File: src/rtl/nand_read_sequencer_if.sv
// Host port of nand_master: opcode/data strobe out, busy/data back.
interface nand_read_sequencer_if;
  logic [5:0] nm_cmd;
  logic [7:0] nm_data_in;
  logic       nm_activate;
  logic       nm_busy;
  logic [7:0] nm_data_out;

  modport master (output nm_cmd, nm_data_in, nm_activate, input nm_busy, nm_data_out);
  modport slave  (input nm_cmd, nm_data_in, nm_activate, output nm_busy, nm_data_out);
endinterface

File: src/rtl/nand_read_sequencer.sv
// Sequences nand_master opcodes for power-up init (reset, CE, NAND reset, READ ID)
// and page reads, streaming page bytes out one at a time on a valid/ready port.
module nand_read_sequencer #(
  parameter int         ADDR_BYTES  = 5,
  parameter int         PAGE_BYTES  = 8640,
  parameter int         ID_BYTES    = 5,
  parameter logic [7:0] CE_SEL      = 8'h00,
  parameter logic [5:0] OP_SET_ADDR = 6'h18,
  parameter int         TIMEOUT_CYC = 2**20
) (
  input  logic                    clk,
  input  logic                    reset,
  input  logic                    init_req,
  input  logic                    rd_req,
  input  logic [8*ADDR_BYTES-1:0] rd_addr,
  output logic                    ready,
  output logic [8*ID_BYTES-1:0]   id_bytes,
  output logic [7:0]              rd_data,
  output logic                    rd_valid,
  input  logic                    rd_ready,
  output logic                    done,
  output logic [7:0]              status,
  output logic                    err,
  nand_read_sequencer_if.master   nm
);
  localparam int IDX_MAX = (ADDR_BYTES > ID_BYTES) ? ADDR_BYTES : ID_BYTES;
  localparam int IDX_W   = $clog2(IDX_MAX + 1);
  localparam int BC_W    = $clog2(PAGE_BYTES + 1);
  localparam int WD_W    = $clog2(TIMEOUT_CYC + 1);

  localparam logic [5:0] OP_RESET      = 6'h01;
  localparam logic [5:0] OP_NAND_RESET = 6'h04;
  localparam logic [5:0] OP_READ_ID    = 6'h06;
  localparam logic [5:0] OP_NAND_READ  = 6'h09;
  localparam logic [5:0] OP_GET_STATUS = 6'h0D;
  localparam logic [5:0] OP_CHIP_EN    = 6'h0E;
  localparam logic [5:0] OP_RESET_IDX  = 6'h12;
  localparam logic [5:0] OP_GET_ID     = 6'h13;
  localparam logic [5:0] OP_GET_DATA   = 6'h15;

  localparam logic [IDX_W-1:0] ID_LAST   = IDX_W'(ID_BYTES - 1);
  localparam logic [IDX_W-1:0] ADDR_LAST = IDX_W'(ADDR_BYTES - 1);
  localparam logic [BC_W-1:0]  PAGE_LAST = BC_W'(PAGE_BYTES - 1);
  localparam logic [WD_W-1:0]  WD_LAST   = WD_W'(TIMEOUT_CYC - 1);
  localparam logic [WD_W-1:0]  HOLDOFF   = WD_W'(2);

  typedef enum logic [2:0] {
    S_INIT_START, S_IDLE, S_ISSUE, S_PULSE, S_WAIT, S_STREAM, S_ERR_HALT
  } state_t;

  typedef enum logic [3:0] {
    ST_RST, ST_CE, ST_NRST, ST_RDID, ST_GETID,
    ST_RIDX0, ST_ADDR, ST_READ, ST_RIDX1, ST_GETDATA, ST_STATUS
  } step_t;

  state_t state, state_d;
  step_t  step, step_d;

  logic [IDX_W-1:0]        idx, idx_d;
  logic [BC_W-1:0]         bcnt, bcnt_d;
  logic [WD_W-1:0]         wd_cnt, wd_d;
  logic [5:0]              cmd_q, cmd_d, step_cmd;
  logic [7:0]              din_q, din_d, step_din;
  logic [8*ADDR_BYTES-1:0] addr_q, addr_d;
  logic [8*ID_BYTES-1:0]   id_d;
  logic [7:0]              rdat_d, stat_d;
  logic                    rvld_d, err_d, done_d, init_ok, ok_d;

  assign ready          = (state == S_IDLE);
  assign nm.nm_activate = (state == S_PULSE);
  assign nm.nm_cmd      = cmd_q;
  assign nm.nm_data_in  = din_q;

  // Opcode and operand for the current step of the sequence.
  always_comb begin
    step_cmd = OP_RESET;
    step_din = 8'h00;
    case (step)
      ST_RST:     step_cmd = OP_RESET;
      ST_CE:      begin step_cmd = OP_CHIP_EN; step_din = CE_SEL; end
      ST_NRST:    step_cmd = OP_NAND_RESET;
      ST_RDID:    step_cmd = OP_READ_ID;
      ST_GETID:   step_cmd = OP_GET_ID;
      ST_RIDX0,
      ST_RIDX1:   step_cmd = OP_RESET_IDX;
      ST_ADDR:    begin step_cmd = OP_SET_ADDR; step_din = addr_q[idx*8 +: 8]; end
      ST_READ:    step_cmd = OP_NAND_READ;
      ST_GETDATA: step_cmd = OP_GET_DATA;
      ST_STATUS:  step_cmd = OP_GET_STATUS;
      default:    step_cmd = OP_RESET;
    endcase
  end

  always_ff @(posedge clk or posedge reset) begin
    if (reset) begin
      state <= S_INIT_START;
      step  <= ST_RST;
    end else begin
      state <= state_d;
      step  <= step_d;
    end
  end

  always_comb begin
    state_d = state;
    step_d  = step;
    idx_d   = idx;
    bcnt_d  = bcnt;
    wd_d    = wd_cnt;
    cmd_d   = cmd_q;
    din_d   = din_q;
    addr_d  = addr_q;
    id_d    = id_bytes;
    rdat_d  = rd_data;
    rvld_d  = rd_valid;
    stat_d  = status;
    err_d   = err;
    ok_d    = init_ok;
    done_d  = 1'b0;
    case (state)
      S_INIT_START: begin
        step_d  = ST_RST;
        idx_d   = '0;
        ok_d    = 1'b0;
        state_d = S_ISSUE;
      end
      S_IDLE: begin
        if (init_req) begin
          err_d   = 1'b0;
          state_d = S_INIT_START;
        end else if (rd_req) begin
          addr_d  = rd_addr;
          step_d  = ST_RIDX0;
          idx_d   = '0;
          state_d = S_ISSUE;
        end
      end
      S_ERR_HALT: begin
        if (init_req) begin
          err_d   = 1'b0;
          state_d = S_INIT_START;
        end
      end
      S_ISSUE: begin
        if (!nm.nm_busy) begin
          cmd_d   = step_cmd;
          din_d   = step_din;
          state_d = S_PULSE;
        end
      end
      S_PULSE: begin
        wd_d    = '0;
        state_d = S_WAIT;
      end
      S_WAIT: begin
        // Busy may lag activate, so the first two WAIT cycles never complete.
        if (wd_cnt >= HOLDOFF && !nm.nm_busy) begin
          state_d = S_ISSUE;
          case (step)
            ST_RST:   step_d = ST_CE;
            ST_CE:    step_d = ST_NRST;
            ST_NRST:  step_d = ST_RDID;
            ST_RDID:  begin step_d = ST_GETID; idx_d = '0; end
            ST_GETID: begin
              id_d[idx*8 +: 8] = nm.nm_data_out;
              if (idx == ID_LAST) begin
                ok_d    = 1'b1;
                done_d  = 1'b1;
                state_d = S_IDLE;
              end else begin
                idx_d = idx + 1'b1;
              end
            end
            ST_RIDX0: begin step_d = ST_ADDR; idx_d = '0; end
            ST_ADDR: begin
              if (idx == ADDR_LAST) step_d = ST_READ;
              else                  idx_d  = idx + 1'b1;
            end
            ST_READ:  step_d = ST_RIDX1;
            ST_RIDX1: begin step_d = ST_GETDATA; bcnt_d = '0; end
            ST_GETDATA: begin
              rdat_d  = nm.nm_data_out;
              rvld_d  = 1'b1;
              state_d = S_STREAM;
            end
            ST_STATUS: begin
              stat_d  = nm.nm_data_out;
              done_d  = 1'b1;
              state_d = S_IDLE;
            end
            default: state_d = S_IDLE;
          endcase
        end else if (wd_cnt == WD_LAST) begin
          err_d   = 1'b1;
          done_d  = 1'b1;
          state_d = init_ok ? S_IDLE : S_ERR_HALT;
        end else begin
          wd_d = wd_cnt + 1'b1;
        end
      end
      S_STREAM: begin
        // Next GET waits for the consumer so only one byte is ever in flight.
        if (rd_ready) begin
          rvld_d  = 1'b0;
          state_d = S_ISSUE;
          if (bcnt == PAGE_LAST) step_d = ST_STATUS;
          else                   bcnt_d = bcnt + 1'b1;
        end
      end
      default: state_d = S_INIT_START;
    endcase
  end

  always_ff @(posedge clk or posedge reset) begin
    if (reset) begin
      idx      <= '0;
      bcnt     <= '0;
      wd_cnt   <= '0;
      cmd_q    <= '0;
      din_q    <= '0;
      addr_q   <= '0;
      id_bytes <= '0;
      rd_data  <= '0;
      rd_valid <= 1'b0;
      status   <= '0;
      err      <= 1'b0;
      done     <= 1'b0;
      init_ok  <= 1'b0;
    end else begin
      idx      <= idx_d;
      bcnt     <= bcnt_d;
      wd_cnt   <= wd_d;
      cmd_q    <= cmd_d;
      din_q    <= din_d;
      addr_q   <= addr_d;
      id_bytes <= id_d;
      rd_data  <= rdat_d;
      rd_valid <= rvld_d;
      status   <= stat_d;
      err      <= err_d;
      done     <= done_d;
      init_ok  <= ok_d;
    end
  end
endmodule

File: src/flat_wrapper.sv
// flat-port wrapper written by rule: the top's interface ports become plain ports
module nand_read_sequencer_flat 
#(
  parameter int         ADDR_BYTES  = 5,
  parameter int         PAGE_BYTES  = 8640,
  parameter int         ID_BYTES    = 5,
  parameter logic [7:0] CE_SEL      = 8'h00,
  parameter logic [5:0] OP_SET_ADDR = 6'h18,
  parameter int         TIMEOUT_CYC = 2**20
)
  (clk, reset, init_req, rd_req, rd_addr, ready, id_bytes, rd_data, rd_valid, rd_ready, done, status, err, nm_nm_cmd, nm_nm_data_in, nm_nm_activate, nm_nm_busy, nm_nm_data_out);
  nand_read_sequencer_if nm_i ();
  input  logic clk;
  input  logic reset;
  input  logic init_req;
  input  logic rd_req;
  input  logic [8*ADDR_BYTES-1:0] rd_addr;
  output logic ready;
  output logic [8*ID_BYTES-1:0] id_bytes;
  output logic [7:0] rd_data;
  output logic rd_valid;
  input  logic rd_ready;
  output logic done;
  output logic [7:0] status;
  output logic err;
  output wire logic [$bits(nm_i.nm_cmd)-1:0] nm_nm_cmd;
  output wire logic [$bits(nm_i.nm_data_in)-1:0] nm_nm_data_in;
  output wire logic [$bits(nm_i.nm_activate)-1:0] nm_nm_activate;
  input wire logic [$bits(nm_i.nm_busy)-1:0] nm_nm_busy;
  input wire logic [$bits(nm_i.nm_data_out)-1:0] nm_nm_data_out;
  assign nm_nm_cmd = nm_i.nm_cmd;
  assign nm_nm_data_in = nm_i.nm_data_in;
  assign nm_nm_activate = nm_i.nm_activate;
  assign nm_i.nm_busy = nm_nm_busy;
  assign nm_i.nm_data_out = nm_nm_data_out;
  nand_read_sequencer #(.ADDR_BYTES(ADDR_BYTES), .PAGE_BYTES(PAGE_BYTES), .ID_BYTES(ID_BYTES), .CE_SEL(CE_SEL), .OP_SET_ADDR(OP_SET_ADDR), .TIMEOUT_CYC(TIMEOUT_CYC)) u_core (.clk(clk), .reset(reset), .init_req(init_req), .rd_req(rd_req), .rd_addr(rd_addr), .ready(ready), .id_bytes(id_bytes), .rd_data(rd_data), .rd_valid(rd_valid), .rd_ready(rd_ready), .done(done), .status(status), .err(err), .nm(nm_i));
endmodule
File: config.mk
export PLATFORM = sky130hd
export DESIGN_NAME = nand_read_sequencer_flat
export DESIGN_NICKNAME = d
export VERILOG_FILES = /design/src/rtl/nand_read_sequencer_if.sv /design/src/rtl/nand_read_sequencer.sv /design/src/flat_wrapper.sv
export SDC_FILE = /design/constraint.sdc
export NUM_CORES = 1
export LEC_CHECK = 0
export CAP_MARGIN = 25
export CORE_AREA = 4 4 183 185
export DETAILED_ROUTE_END_ITERATION = 16
export DIE_AREA = 0 0 187 189
export PLACE_DENSITY = 0.49
export SYNTH_ARGS = -nofsm -noshare
export SYNTH_HDL_FRONTEND = slang
export SYNTH_SLANG_ARGS = --single-unit
File: constraint.sdc
create_clock -name clk -period 7.1 [get_ports clk]
set_input_delay 1.065 -clock clk [delete_from_list [all_inputs] [get_ports clk]]
set_output_delay 1.065 -clock clk [all_outputs]
set_load 0.02 [all_outputs]
==> flow_summary.ini, run 1 <==
[outcome]
status = finished clean

[power]
clkPwrFrac_pct = 35.9
switching_share_pct = 31.0
p_switching_mw = 0.882
pwr_density_cell_nw_per_um2 = 288
p_int_mw = 1.96
peakVddDrop_uv = 127
pwr-share-seq_pct = 42.0
leakagePower_nw = 4.19
p_comb_share_pct = 22.1

[global_routing]
grt_pass1_vias = 5664
antenna_found_initial = 0
grt_pass1_wl_um = 32600
grt_overflow = 0
grt_usage_pct = 11.5
grt_max_degree = 102

[setup_path]
reg2reg_to = u_core.id_bytes[30]$_DFFE_PP0P_
setup.worst_path.end_class = primary output
crit_end = nm_nm_activate
r2r_setup_slack_ps = 4020
reg2reg_depth = 6
cp.arrival_ps = 2930
critPathMaxFanout = 21
path_class = reg2out
worstSetupStartpointType = flip-flop
r2r-start = u_core.idx[0]$_DFFE_PP0P_
required_ps = 6030
cp-startpoint = u_core.state[2]$_DFFE_PP0P_

[layout]
diodes = 0
area_delta_synth_final_pct = 31.3
drive_above_1_share_pct = 20.2
final_nets = 833
final_common_cell = dfrtp_1
final_cell_mix = dfrtp_1 (158), clkdlybuf4s50_1 (127), mux2_2 (97), nand2_1 (51), nor2_1 (42)
nFillCells = 3273

[sta]
fin_tns_setup_ps = 0
whs_ps = 477
slew_headroom_pct = 36.9
maxSlewViolCount = 0
hold_viol_final = 0
rsz0062_at_grt = no
finalWorstSetupSlack_ps = 3110
clock.fmax_ghz = 0.251
setup_viol = 0
min_period_ps = 3990
fin_skew_ps = 17.3
fin_crit_sh_pct = 56.2
tightest_slew_ps = 946

[floorplanning]
start_util_pct = 23.5
die_area_um2 = 35300
pin_count = 129
die_y_um = 189
rows = 66
core_area_um2 = 32000
die_w_um = 187

[clock_tree]
holdBufCountCts = 0
insertion_delay_ps = 430
postCtsSetupBuffers = 0
cts.sinks = 158
post_cts_resized = 0
cts_buffers = 17
clk_path_buf_depth = 2
h-tree-depth = 4
cts_root_buf = clkbuf_16
cts_tree = built
path_clk_slew_ps = 70

[route]
wl_met1_um = 9570
wl_met2_um = 9350
drt_iter0_markers = 282
antenna_left = 0
dr.pass1.iters = 7
wl_met3_um = 1380
vias = 5476
dr.max_layer_used = met4
routed_wl_um = 20500
avgRoutedWirePerCell_um = 17.2
drc = 0
vias_per_cell = 4.59

[place]
dp_hpwl_um = 14300
preCtsSetupSlack_ps = 3540
gp_congestion = 0.754
io_buffer_count = 127

[yosys]
synthFlopType = dfrtp_1
syn_avg_cell_area_um2 = 11.5
synth_fa_ha_area_share_pct = 1.16
synth.distinct_cells = 62
synth-xor-area-share_pct = 1.75
netlist_area_um2 = 7520
synth_edf_count = 0
netlist_instances = 656
synth_top_family_by_area = multiplexers
yosys_warnings = 0
synthArstFlopShare_pct = 100
synth-simple-area-share_pct = 15.2
synthesis.nets = 717
synth_mux_area_share_pct = 17.9
synth_seq_area_share_pct = 52.6
synth-seq-cells = 158
synth-compound-area-share_pct = 8.69

[run]
maxCapViolations = 0

[worst_hold_path]
hp-class = reg2reg
## worst min path at each step
| stage | start | to | slack (ps) | depth (start not counted) |
|---|---|---|---|---|
| 2_1_floorplan | u_core.bcnt[3]$_DFFE_PP0P_ | u_core.bcnt[3]$_DFFE_PP0P_ | 460 | 1 |
| 3_3_place_gp | u_core.nm.nm_cmd[3]$_DFFE_PP0P_ | u_core.nm.nm_cmd[3]$_DFFE_PP0P_ | 470 | 2 |
| 3_5_place_dp | u_core.nm.nm_data_in[5]$_DFFE_PP0P_ | u_core.nm.nm_data_in[5]$_DFFE_PP0P_ | 470 | 2 |
| 4_1_cts | u_core.nm.nm_data_in[5]$_DFFE_PP0P_ | u_core.nm.nm_data_in[5]$_DFFE_PP0P_ | 490 | 2 |
| 5_1_grt | u_core.nm.nm_data_in[5]$_DFFE_PP0P_ | u_core.nm.nm_data_in[5]$_DFFE_PP0P_ | 510 | 2 |
| 6_report | u_core.nm.nm_data_in[5]$_DFFE_PP0P_ | u_core.nm.nm_data_in[5]$_DFFE_PP0P_ | 480 | 2 |
## cell families after synthesis
family,after synthesis
AO/OA/AOI/OAI,103
XOR/XNOR,15
adder cells (fa/ha/maj),7
buffers and inverters,51
flip-flops,158
multiplexers,112
other,1
AND/OR/NAND/NOR,209
## metal layers
metal / global-route usage (%) / vias to the layer above
met2: 17.8 / 130
met4: 2.87 / 0
met3: 4.09 / 8
li1: - / 2618
met1: 15.6 / 2720
met5: 0 / -
## area by class of cell
type / instances / area (µm²) / share of cell area, %
well taps: 408 / 510 / 5.17
clock inverters: 14 / 219 / 2.22
multi-input cells: 447 / 3370 / 34.1
repair buffers: 133 / 1340 / 13.6
clock buffers: 17 / 425 / 4.31
inverters: 15 / 61.3 / 0.621
flip-flops and latches: 158 / 3950 / 40.0
## sequential cells by signal, indices dropped and copies added, names as in the netlist
name	cells
u_core.err	1
u_core.nm.nm_cmd	5
u_core.nm.nm_data_in	8
u_core.rd_valid	1
u_core.init_ok	1
u_core.bcnt	14
u_core.id_bytes	40
u_core.addr_q	40
u_core.step	4
u_core.idx	3
u_core.wd_cnt	21
u_core.state	3
u_core.done	1
u_core.rd_data	8
u_core.status	8
## worst max-delay path: stages, from the launching register on
cell             delay [ps]
dfrtp_1                 700
nor2b_1                 180
nand2_1                 350
clkinv_1                530
clkdlybuf4s50_1         740
## power by group through the flow
| stage | clock [mW] | combinational, mW | sequential (mW) |
|---|---|---|---|
| 6_report | 1.02 | 0.630 | 1.19 |
| 5_1_grt | 1.09 | 0.700 | 1.22 |
| 4_1_cts | 1.05 | 0.638 | 1.20 |
| 3_5_place_dp | 0 | 0.635 | 1.21 |
| 3_3_place_gp | 0 | 0.632 | 1.21 |
| 2_1_floorplan | 0 | 0.453 | 1.16 |
## through the flow
step | cells | utilization [%] | power, mW | instance area [µm²]
finish | 1192 | 30.8 | 2.85 | 9880
global route | 1192 | 30.8 | 3.01 | 9880
CTS | 1190 | 30.7 | 2.88 | 9840
detailed placement | 1159 | 28.7 | 1.85 | 9190
global placement | 1159 | 28.7 | 1.84 | 9190
floorplan | 656 | - | 1.62 | 7520
## cell usage after synthesis, drive strengths merged (4+ instances only)
master  count  area (µm²)
nor3       12        65.1
xnor2      15         131
or4         4        30.0
mux4        8         180
nand2b      6        37.5
clkbuf     23        86.3
nand2      51         191
nand4      11        68.8
o21ai      35         175
inv        14        52.6
dfrtp     158        3950
mux2i       7        70.1
a31o        4        35.0
a21oi      24         124
nor2       42         158
nand3      15        75.1
nor2b      13        81.3
and2        5        31.3
o211ai      6        45.0
ha          7        87.6
and4        4        37.5
nor4       13         121
a22oi       9        67.6
buf        13        58.8
and3       11        68.8
or3         7        43.8
mux2       97        1090
No activity file was read; power rests on OpenSTA's default activity.
==> inputs of run 2 (changes only) <==
==> constraint.sdc (replaced) <==
create_clock -name clk -period 3.9 [get_ports clk]
set_input_delay 0.585 -clock clk [delete_from_list [all_inputs] [get_ports clk]]
set_output_delay 0.585 -clock clk [all_outputs]
set_load 0.02 [all_outputs]
==> flow_summary.ini, run 2 (synthesis gave the netlist of run 1 again) <==
[outcome]
status = finished clean

[sta]
rsz0062_at_grt = no
fin_skew_ps = 18.7
clock.fmax_ghz = 0.322
tightest_slew_ps = 994
min_period_ps = 3110
hold_viol_final = 0
maxSlewViolCount = 0
fin_tns_setup_ps = 0
setup_viol = 0
slew_headroom_pct = 33.2
fin_crit_sh_pct = 79.7

[layout]
diodes = 0
final_cell_mix = dfrtp_1 (158), clkdlybuf4s50_1 (127), mux2_2 (97), nand2_1 (51), nor2_1 (42)
final_nets = 838
final_common_cell = dfrtp_1
area_delta_synth_final_pct = 31.6
drive_above_1_share_pct = 20.8
top_regs = u_core.addr_q (40), u_core.id_bytes (40), u_core.wd_cnt (21)
final_cell_area_um2 = 9900

[clock_tree]
cts.sinks = 158
cts_tree = built
post_cts_resized = 0
clk_path_buf_depth = 2
holdBufCountCts = 0
cts_root_buf = clkbuf_16
cts_buffers = 17
insertion_delay_ps = 440
h-tree-depth = 4
path_clk_slew_ps = 70
postCtsSetupBuffers = 0

[floorplanning]
rows = 66
core_area_um2 = 32000
die_y_um = 189
pin_count = 129
die_area_um2 = 35300
die_w_um = 187
start_util_pct = 23.5

[setup_path]
cp-startpoint = u_core.state[0]$_DFFE_PP0P_
path_class = reg2out
cp.arrival_ps = 2520
setup.worst_path.end_class = primary output
required_ps = 3310
reg2reg_depth = 6
critPathMaxFanout = 17
worstSetupStartpointType = flip-flop
r2r-start = u_core.step[3]$_DFFE_PP0P_

[route]
dr.pass1.iters = 5
vias = 5596
routed_wl_um = 20500
vias_per_cell = 4.67
avgRoutedWirePerCell_um = 17.1
drt_iter0_markers = 392
drc = 0
antenna_left = 0

[worst_hold_path]
worstHoldStart = u_core.nm.nm_cmd[4]$_DFFE_PP0P_
hp-class = reg2reg
hold_path_depth = 2

[global_routing]
grt_usage_pct = 11.7
grt_max_degree = 159
grt_pass1_wl_um = 33000
antenna_found_initial = 0
grt_overflow = 0
grt_pass1_vias = 5682

[power]
leakagePower_nw = 4.20
peakVddDrop_uv = 274
pwr_density_cell_nw_per_um2 = 519

[place]
gp_congestion = 0.773
dp_hpwl_um = 14300
io_buffer_count = 127
postPlaceCellArea_um2 = 9250

[run]
maxCapViolations = 0
==> run 2: metal layers <==
| metal | vias up | global-route usage, % | share of wire [%] |
|---|---|---|---|
| li1 | 2626 | - | - |
| met1 | 2840 | 15.9 | 47 |
| met2 | 119 | 17.9 | 46 |
| met3 | 11 | 4.26 | 5.9 |
| met4 | 0 | 2.82 | 0.73 |
| met5 | - | 0 | 0 |
==> run 2: worst paths after layout <==
| path | slack [ps] | end |
|---|---|---|
| min | 480 | u_core.nm.nm_cmd[4]$_DFFE_PP0P_ |
| min in group asynchronous | 700 | u_core.nm.nm_data_in[1]$_DFFE_PP0P_ |
| max in group asynchronous | 2440 | u_core.wd_cnt[5]$_DFFE_PP0P_ |
| max reg2reg | 1100 | u_core.id_bytes[29]$_DFFE_PP0P_ |
| max | 790 | nm_nm_activate |
| min reg2reg | 480 | u_core.nm.nm_cmd[4]$_DFFE_PP0P_ |
==> run 2: worst max-delay path: stages (launching register included) <==
cell and delay (ps):
dfrtp_1 650, nor2b_1 320, nand2_1 330, clkinv_1 160, clkdlybuf4s50_1 620
==> run 2: cell type report <==
class                           instances  area [µm²]
Timing Repair Buffer                  138        1360
Tap cell                              408         510
Clock inverter                         15         218
Fill cell                            3273       22100
Inverter                               15        60.1
Multi-Input combinational cell        447        3370
Clock buffer                           17         425
Sequential cell                       158        3950
==> run 2: power by group <==
part	leakage (nW)	switching [mW]	total, mW	internal (mW)
Sequential	2.13	0.235	2.15	1.92
Combinational	1.77	0.616	1.18	0.569
Clock	0.308	0.803	1.79	0.990
==> run 2: metrics by stage <==
stage | setup slack [ps] | instances | total power [mW] | util (%) | hold WS (ps)
6_report | 791 | 1198 | 5.13 | 30.9 | 483
5_1_grt | 602 | 1198 | 5.44 | 30.9 | 519
4_1_cts | 720 | 1197 | 5.21 | 30.9 | 490
3_5_place_dp | 826 | 1165 | 3.39 | 28.9 | 474
3_3_place_gp | 847 | 1165 | 3.37 | 28.9 | 467
2_1_floorplan | 1200 | 656 | 2.94 | - | 461
